$ cat src/rtl/div_unit_pkg.sv
// Shared divider definitions: FSM state codes, handshake levels, result bus layout
// and the EX opcodes that select DIV/DIVU.
package div_unit_pkg;

  localparam int unsigned RegWidth     = 32;
  localparam int unsigned DoubleRegBus = 2 * RegWidth;

  localparam logic [1:0] DivFree   = 2'b00;
  localparam logic [1:0] DivByZero = 2'b01;
  localparam logic [1:0] DivOn     = 2'b10;
  localparam logic [1:0] DivEnd    = 2'b11;

  localparam logic DivStart          = 1'b1;
  localparam logic DivStop           = 1'b0;
  localparam logic DivResultReady    = 1'b1;
  localparam logic DivResultNotReady = 1'b0;

  localparam logic [7:0] EXE_DIV_OP  = 8'b0001_1010;
  localparam logic [7:0] EXE_DIVU_OP = 8'b0001_1011;

  // HI/LO write payload as EX sees it: hi = remainder, lo = quotient
  typedef struct packed {
    logic [RegWidth-1:0] rem;
    logic [RegWidth-1:0] quo;
  } div_result_t;

endpackage

$ cat src/rtl/div_step.sv
// One restoring-division step: shift in a dividend bit and trial-subtract the divisor.
module div_step #(
  parameter int unsigned WIDTH = 32
) (
  input  logic [WIDTH-1:0] rem,
  input  logic             dvd_bit,
  input  logic [WIDTH-1:0] divisor,
  output logic [WIDTH-1:0] rem_next_c,
  output logic             q_bit_c
);

  logic [WIDTH:0] shifted;
  logic [WIDTH:0] diff;

  // rem < divisor always holds, so a set top bit of diff can only mean a borrow
  assign shifted    = {rem, dvd_bit};
  assign diff       = shifted - {1'b0, divisor};
  assign q_bit_c    = ~diff[WIDTH];
  assign rem_next_c = q_bit_c ? diff[WIDTH-1:0] : shifted[WIDTH-1:0];

endmodule

$ cat src/rtl/div_unit.sv
// Multi-cycle DIV/DIVU unit for the EX stage: one quotient bit per clock,
// result held as {remainder, quotient} while ready_o is high.
module div_unit
  import div_unit_pkg::*;
#(
  parameter int unsigned WIDTH = 32
) (
  input  logic               clk,
  input  logic               rst,
  input  logic               signed_div_i,
  input  logic [WIDTH-1:0]   opdata1_i,
  input  logic [WIDTH-1:0]   opdata2_i,
  input  logic               start_i,
  input  logic               annul_i,
  output logic [2*WIDTH-1:0] result_o,
  output logic               ready_o
);

  localparam int unsigned   CntW    = $clog2(WIDTH + 1);
  localparam logic [CntW-1:0] LastCnt = CntW'(WIDTH);

  logic [1:0]       state;
  logic [1:0]       next_state;
  logic [CntW-1:0]  cnt;
  logic [WIDTH-1:0] dvd;
  logic [WIDTH-1:0] dvs;
  logic [WIDTH-1:0] rem;
  logic [WIDTH-1:0] quo;
  logic             neg_q;
  logic             neg_r;

  logic [WIDTH-1:0] abs1_c;
  logic [WIDTH-1:0] abs2_c;
  logic [WIDTH-1:0] quo_fix_c;
  logic [WIDTH-1:0] rem_fix_c;
  logic [WIDTH-1:0] rem_next_c;
  logic             q_bit_c;

  // Magnitudes for signed divides; 0x80000000 maps onto itself, which is exact unsigned
  assign abs1_c    = (signed_div_i && opdata1_i[WIDTH-1]) ? -opdata1_i : opdata1_i;
  assign abs2_c    = (signed_div_i && opdata2_i[WIDTH-1]) ? -opdata2_i : opdata2_i;
  assign quo_fix_c = neg_q ? -quo : quo;
  assign rem_fix_c = neg_r ? -rem : rem;

  div_step #(
    .WIDTH(WIDTH)
  ) u_step (
    .rem       (rem),
    .dvd_bit   (dvd[WIDTH-1]),
    .divisor   (dvs),
    .rem_next_c(rem_next_c),
    .q_bit_c   (q_bit_c)
  );

  // State register
  always_ff @(posedge clk or negedge rst) begin
    if (!rst) begin
      state <= DivFree;
    end else begin
      state <= next_state;
    end
  end

  // Next-state logic; annul_i takes priority everywhere
  always_comb begin
    next_state = state;
    case (state)
      DivFree: begin
        if (start_i == DivStart && !annul_i) begin
          next_state = (opdata2_i == '0) ? DivByZero : DivOn;
        end
      end
      DivByZero: begin
        next_state = annul_i ? DivFree : DivEnd;
      end
      DivOn: begin
        if (annul_i) begin
          next_state = DivFree;
        end else if (cnt == LastCnt) begin
          next_state = DivEnd;
        end
      end
      DivEnd: begin
        if (start_i == DivStop || annul_i) begin
          next_state = DivFree;
        end
      end
      default: next_state = DivFree;
    endcase
  end

  // Datapath and registered outputs
  always_ff @(posedge clk or negedge rst) begin
    if (!rst) begin
      cnt      <= '0;
      dvd      <= '0;
      dvs      <= '0;
      rem      <= '0;
      quo      <= '0;
      neg_q    <= 1'b0;
      neg_r    <= 1'b0;
      result_o <= '0;
      ready_o  <= DivResultNotReady;
    end else begin
      case (state)
        DivFree: begin
          ready_o  <= DivResultNotReady;
          result_o <= '0;
          if (next_state == DivOn) begin
            dvd   <= abs1_c;
            dvs   <= abs2_c;
            rem   <= '0;
            quo   <= '0;
            cnt   <= '0;
            neg_q <= signed_div_i & (opdata1_i[WIDTH-1] ^ opdata2_i[WIDTH-1]);
            neg_r <= signed_div_i & opdata1_i[WIDTH-1];
          end
        end
        DivByZero: begin
          result_o <= '0;
        end
        DivOn: begin
          if (!annul_i) begin
            if (cnt != LastCnt) begin
              dvd <= {dvd[WIDTH-2:0], 1'b0};
              rem <= rem_next_c;
              quo <= {quo[WIDTH-2:0], q_bit_c};
              cnt <= cnt + CntW'(1);
            end else begin
              result_o <= {rem_fix_c, quo_fix_c};
            end
          end
        end
        DivEnd: begin
          if (next_state == DivFree) begin
            ready_o  <= DivResultNotReady;
            result_o <= '0;
          end else begin
            ready_o  <= DivResultReady;
          end
        end
        default: begin
          ready_o  <= DivResultNotReady;
          result_o <= '0;
        end
      endcase
    end
  end

endmodule
$ cat config.mk
export PLATFORM = sky130hd
export DESIGN_NAME = div_unit
export DESIGN_NICKNAME = d
export VERILOG_FILES = /design/src/rtl/div_unit_pkg.sv /design/src/rtl/div_step.sv /design/src/rtl/div_unit.sv
export SDC_FILE = /design/constraint.sdc
export NUM_CORES = 1
export LEC_CHECK = 0
export CAP_MARGIN = 20
export CORE_AREA = 2 2 176 178
export CTS_CLUSTER_DIAMETER = 100
export DETAILED_ROUTE_END_ITERATION = 12
export DIE_AREA = 0 0 178 180
export GPL_ROUTABILITY_DRIVEN = 0
export REMOVE_ABC_BUFFERS = 1
export SLEW_MARGIN = 20
export SYNTH_ARGS = -nofsm -noshare
export SYNTH_HDL_FRONTEND = slang
export SYNTH_HIERARCHICAL = 1
export SYNTH_SLANG_ARGS = --single-unit
$ cat constraint.sdc
create_clock -name clk -period 9 [get_ports clk]
set_input_delay 1.8 -clock clk [delete_from_list [all_inputs] [get_ports clk]]
set_output_delay 1.8 -clock clk [all_outputs]
set_load 0.005 [all_outputs]
== Word level (Yosys, flattened, before mapping) ==
Index checks and enable logic that the tools add are counted.
Word-level totals
  bits in registers: 203
  input port bits: 69
  output and inout port bits: 65
Operators by class
  add/sub/neg operators: 6
  equal/unequal tests: 11
  mux-type cells: 33
  bitwise operators: 5
  reduce and logical (&&, ||, !) cells: 14
Operators with widths (number)
  $mux W32: 13
  $mux W64: 3
  $pmux W32 S2: 3
  $pmux W64 S3: 1
  $neg A32 Y32: 4
  $sub A33 B32 Y33: 1
  $logic_not A32 Y1: 1
  $mux W6: 3
  $mux W2: 6
  $pmux W6 S2: 1
  $ne A2 B2 Y1 const B: 5
  $pmux W2 S4: 1
  $add A6 B1 Y6 const B: 1
  $eq A2 B2 Y1 const B: 3
  $eq A6 B6 Y1 const B: 1
  $ne A6 B6 Y1 const B: 1
  $logic_not A2 Y1: 2
  $reduce_and A4 Y1: 1
  $reduce_bool A2 Y1: 2
  $logic_and A1 B1 Y1: 3
  $reduce_and A3 Y1: 1
  $and A1 B1 Y1: 2
  $eq A2 B1 Y1 const B: 1
  $not A1 Y1: 2
  7 further kinds: 7

== Longest topological paths before layout ==
  depth after elaboration: 7
  gate-level depth with buffers: 17

== By module ==
The synthesis kept the hierarchy.
Modules (own cells, without submodules)
  div_unit: instances 1, cells an instance 1183, area each 11053.1 um^2, seq. area each 5079.9 um^2
  div_step: instances 1, cells an instance 306, area each 2366.0 um^2, seq. area each 0.0 um^2

== Worst setup path before layout ==
OpenSTA, ideal clock, no wires.
  kind: input to register
  from: input opdata2_i[24]
  to: register dvd[16]
  data arrival time: 3628 ps
  setup slack: 5248 ps
  stages on the path: 8
  cells stage by stage: or4_4 nor4_1 and4_1 buf_4 o31a_2 buf_6 buf_6 mux2_2
Between the ends
  longest elaborated chain between the ends: 7
RTL lines
  from (decl): RTL line div_unit.sv:12  | input logic [WIDTH-1:0] opdata2_i,
  $logic_not A32 Y1: RTL line div_unit.sv:70  | next_state = (opdata2_i == '0) ? DivByZero : DivOn;
  $mux W2: RTL line div_unit.sv:70
  $mux W2: RTL line div_unit.sv:69  | if (start_i == DivStart && !annul_i) begin
  $pmux W2 S4: RTL line div_unit.sv:67  | case (state)
  $eq A2 B2 Y1: RTL line div_unit.sv:109  | if (next_state == DivOn) begin
  $ne A2 B2 Y1 (no line)
  $reduce_and A4 Y1 (no line)
  to (signal assigned): RTL line div_unit.sv:110  | dvd <= abs1_c;
  to (signal assigned): RTL line div_unit.sv:125  | dvd <= {dvd[WIDTH-2:0], 1'b0};
  to (decl): RTL line div_unit.sv:25  | logic [WIDTH-1:0] dvd;
No other way between the ends.
A chain may end at the register's enable or synchronous reset.

== Final worst setup path ==
  from: input opdata2_i[6]
  to: register quo[30]
Between the ends
  longest elaborated chain between the ends: 7
RTL lines
  $logic_not A32 Y1: RTL line div_unit.sv:70
  $mux W2: RTL line div_unit.sv:70
  $mux W2: RTL line div_unit.sv:69
  $pmux W2 S4: RTL line div_unit.sv:67
  $eq A2 B2 Y1: RTL line div_unit.sv:109
  $ne A2 B2 Y1 (no line)
  $reduce_and A4 Y1 (no line)
  to (signal assigned): RTL line div_unit.sv:127  | quo <= {quo[WIDTH-2:0], q_bit_c};
  to (decl): RTL line div_unit.sv:28  | logic [WIDTH-1:0] quo;
No other way between the ends.

==> impl_metrics.env <==
export IMPL_outcome="completed"
export IMPL_grt_overflow=0
export IMPL_wl_um=32600
export IMPL_synthTopCellsByArea="dfrtp_1 38%, nand2_1 6.2%, xor2_1 5.7%, ha_1 3.9%, xnor2_1 3.5%"
export IMPL_cts_root_buf="clkbuf_16"
export IMPL_die_y_um=180
export IMPL_layout_nets=1687
export IMPL_grt_pass1_vias=10500
export IMPL_ir_worst_vdd_v=0.000186
export IMPL_setup_viol=0
export IMPL_clk_latency_ps=530
export IMPL_slowest_stage="nor4b_2"
export IMPL_firstDrtPassIters=5
export IMPL_crit_type="in2reg"
export IMPL_diodes=0
export IMPL_synth_area_leader_cell="dfrtp_1"
export IMPL_fin_cells=1989
export IMPL_drive_gt1_share_pct=7.91
export IMPL_yosys_most_used_dff="dfrtp_1"
export IMPL_cts_hold_buf=0
export IMPL_ys_seq_area_share_pct=37.9
export IMPL_synth_top_area_share_pct=37.9
export IMPL_port_buffer_count=133
export IMPL_ys_ff_latch=203
export IMPL_skew_ps=17.5
export IMPL_p_leak_nw=6.69
export IMPL_wl_per_cell_um=16.4
export IMPL_r2r_cells=15
export IMPL_crit_path_cell_trace="clkdlybuf4s50_1 > nor4_1 > nor4b_2 > and4_1 > o31a_4 > buf_4 > o21ai_1"
export IMPL_seq_power_share_pct=33.4
export IMPL_vias=10900
export IMPL_utilization_pct=51.8
export IMPL_numCtsBuffers=24
export IMPL_synthCells=1489
export IMPL_p_sw_mw=1.39
export IMPL_synth_area_um2=13400
export IMPL_yosys_warnings=6
export IMPL_vias_per_cell=5.49
export IMPL_p_int_mw=2.16
export IMPL_track_usage_pct=20.5
export IMPL_start_util_pct=44.5
export IMPL_clock_sinks=203
export IMPL_fp_dieW_um=178
export IMPL_start_kind="input port"
export IMPL_drc=0
export IMPL_areaGrowthSynthToFinish_pct=16.5
export IMPL_max_clock_path_buffers=3
export IMPL_total_power_mw=3.55
export IMPL_clock_power_share_pct=28.0
export IMPL_power_density_nw_per_um2=227
export IMPL_io_pins=134
export IMPL_fin_crit_ps=5230
export IMPL_antenna_found_initial=0
export IMPL_core_area_um2=30200
export IMPL_endpoint_kind="register"
export IMPL_worst_pin_slew_ps=923
export IMPL_cts_tree="done"
export IMPL_path_max_fanout=84
export IMPL_cts_setup_buffers=0
export IMPL_post_cts_resized=0
export IMPL_fp_row_count=64
export IMPL_hold_ws_ps=469
export IMPL_totalNegativeSetupSlack_ps=0
export IMPL_h_tree_depth=1
export IMPL_drv_slew=0
export IMPL_dp_cells=1945
export IMPL_grt_pass1_wl_um=54400
export IMPL_max_stage_delay_ps=850
export IMPL_power_frac_comb_pct=38.7
export IMPL_clkTransAtPathRegs_ps=60
export IMPL_hold_path_class="reg2reg"
export IMPL_p_sw_share_pct=39.2
export IMPL_drtIter0Drc=523
export IMPL_multiInputGateArea_um2=7550
export IMPL_regArea_um2=5080
export IMPL_rsz0062_at_grt="no"
export IMPL_postRouteAntennaNets=0
export IMPL_hold_viol_final=0
export IMPL_timing_fmax_mhz=191
export IMPL_hpwl_um=23100
export IMPL_n_fill_cell=2849
export IMPL_max_slew_margin_pct=38.3
export IMPL_period_share_pct=58.1
export IMPL_grt_max_degree=85
export IMPL_worstPathArrival_ps=5600
export IMPL_worstPathRequired_ps=9370
export IMPL_yosysUniqueCellTypes=93
export IMPL_syn_area_per_cell_um2=9.01
export IMPL_maxCapViolations=0
export IMPL_hold_depth=2
export IMPL_dieArea_um2=32000
export IMPL_synthArstFlopShare_pct=100
export IMPL_synth_edf_count=0
==> per-layer routing <==
layer / up-vias / share of wire (%) / track usage (%)
met5: - / 0 / 0
met4: 0 / 2.1 / 5.11
met3: 53 / 4.7 / 3.24
met2: 219 / 46 / 32.9
met1: 5145 / 48 / 28.9
li1: 5501 / - / -
==> cell usage after synthesis (all sizes together) (5+ instances only) <==
cell,instances
buf,42
or4,14
nor3b,6
o41ai,17
nor3,21
inv,68
nand2b,9
o21a,8
nand2,223
xor2,87
clkbuf,41
nor4,18
mux2i,24
mux2,37
dfrtp,203
nand4,11
and3,9
nor2,77
o21ai,145
ha,42
nor2b,7
o31ai,40
o2bb2ai,50
a21oi,85
or2,7
a31oi,24
or3,16
xnor2,54
o2111ai,5
nand3,22
a21o,17
and2,7
==> final timing paths <==
kind	to	start	slack (ps)
hold reg to reg	dvd[30]	dvd[30]	470
setup reg to reg	rem[25]	dvd[31]	5120
min in group asynchronous	rem[30]	rst	1300
setup / recovery	quo[30]	opdata2_i[6]	3770
hold / removal	dvd[30]	dvd[30]	470
max in group asynchronous	quo[23]	rst	6380
==> logic make-up (layout without fill, tap and decap cells) <==
group           Yosys count  in the layout  share of synthesized area, %
compound gates          424            424                          20.6
xor+xnor                141            141                          9.20
fa+ha+maj                43             43                          4.07
buf+inv                 153            257                          6.25
flops                   203            203                          37.9
mux                      61             61                          5.52
simple gates            464            464                          16.5
==> through the flow <==
step           worst slack, ps  area, um^2
3_3_place_gp              3420       14800
2_1_floorplan             1610       12800
6_report                  3770       15600
5_1_grt                   3400       15600
4_1_cts                   3810       15600
3_5_place_dp              3260       14800
==> sequential cells by signal, indices dropped and copies added (netlist names), 2 cells and up <==
register  flops
cnt           6
dvd          32
dvs          32
quo          32
rem          32
result_o     64
state         2
==> power groups by stage <==
stage | sequential, mW | clock [mW] | combinational, mW
2_1_floorplan | 1.18 | 0 | 0.992
3_5_place_dp | 1.20 | 0 | 1.38
5_1_grt | 1.21 | 1.06 | 1.55
6_report | 1.19 | 0.993 | 1.37
3_3_place_gp | 1.20 | 0 | 1.36
4_1_cts | 1.19 | 1.03 | 1.38
==> cells in the final DEF, fill, tap and decap left out, types with 24 or more instances in the layout <==
cell / n
nand2_1: 223
dfrtp_1: 203
clkdlybuf4s50_1: 132
xor2_1: 87
o21ai_1: 84
a21oi_1: 83
nor2_1: 76
inv_1: 67
o21ai_0: 60
xnor2_1: 54
o2bb2ai_1: 50
ha_1: 41
o31ai_1: 37
a31oi_1: 24
clkbuf_16: 24
==> worst max-delay path: cells and delay by family <==
| family | cells | cell delay, ps |
|---|---|---|
| buffers and inverters | 2 | 1160 |
| and+or+nand+nor | 3 | 1940 |
| AOI/OAI and AO/OA | 2 | 630 |
==> layout make-up <==
| class | instances | area share (%) |
|---|---|---|
| Multi-Input combinational cell | 1133 | 48.3 |
| Sequential cell | 203 | 32.5 |
| Timing Repair Buffer | 145 | 9.12 |
| Clock buffer | 38 | 4.63 |
| Tap cell | 396 | 3.17 |
| Inverter | 68 | 1.68 |
| Clock inverter | 6 | 0.600 |
Power figures use the tool's default switching activity.
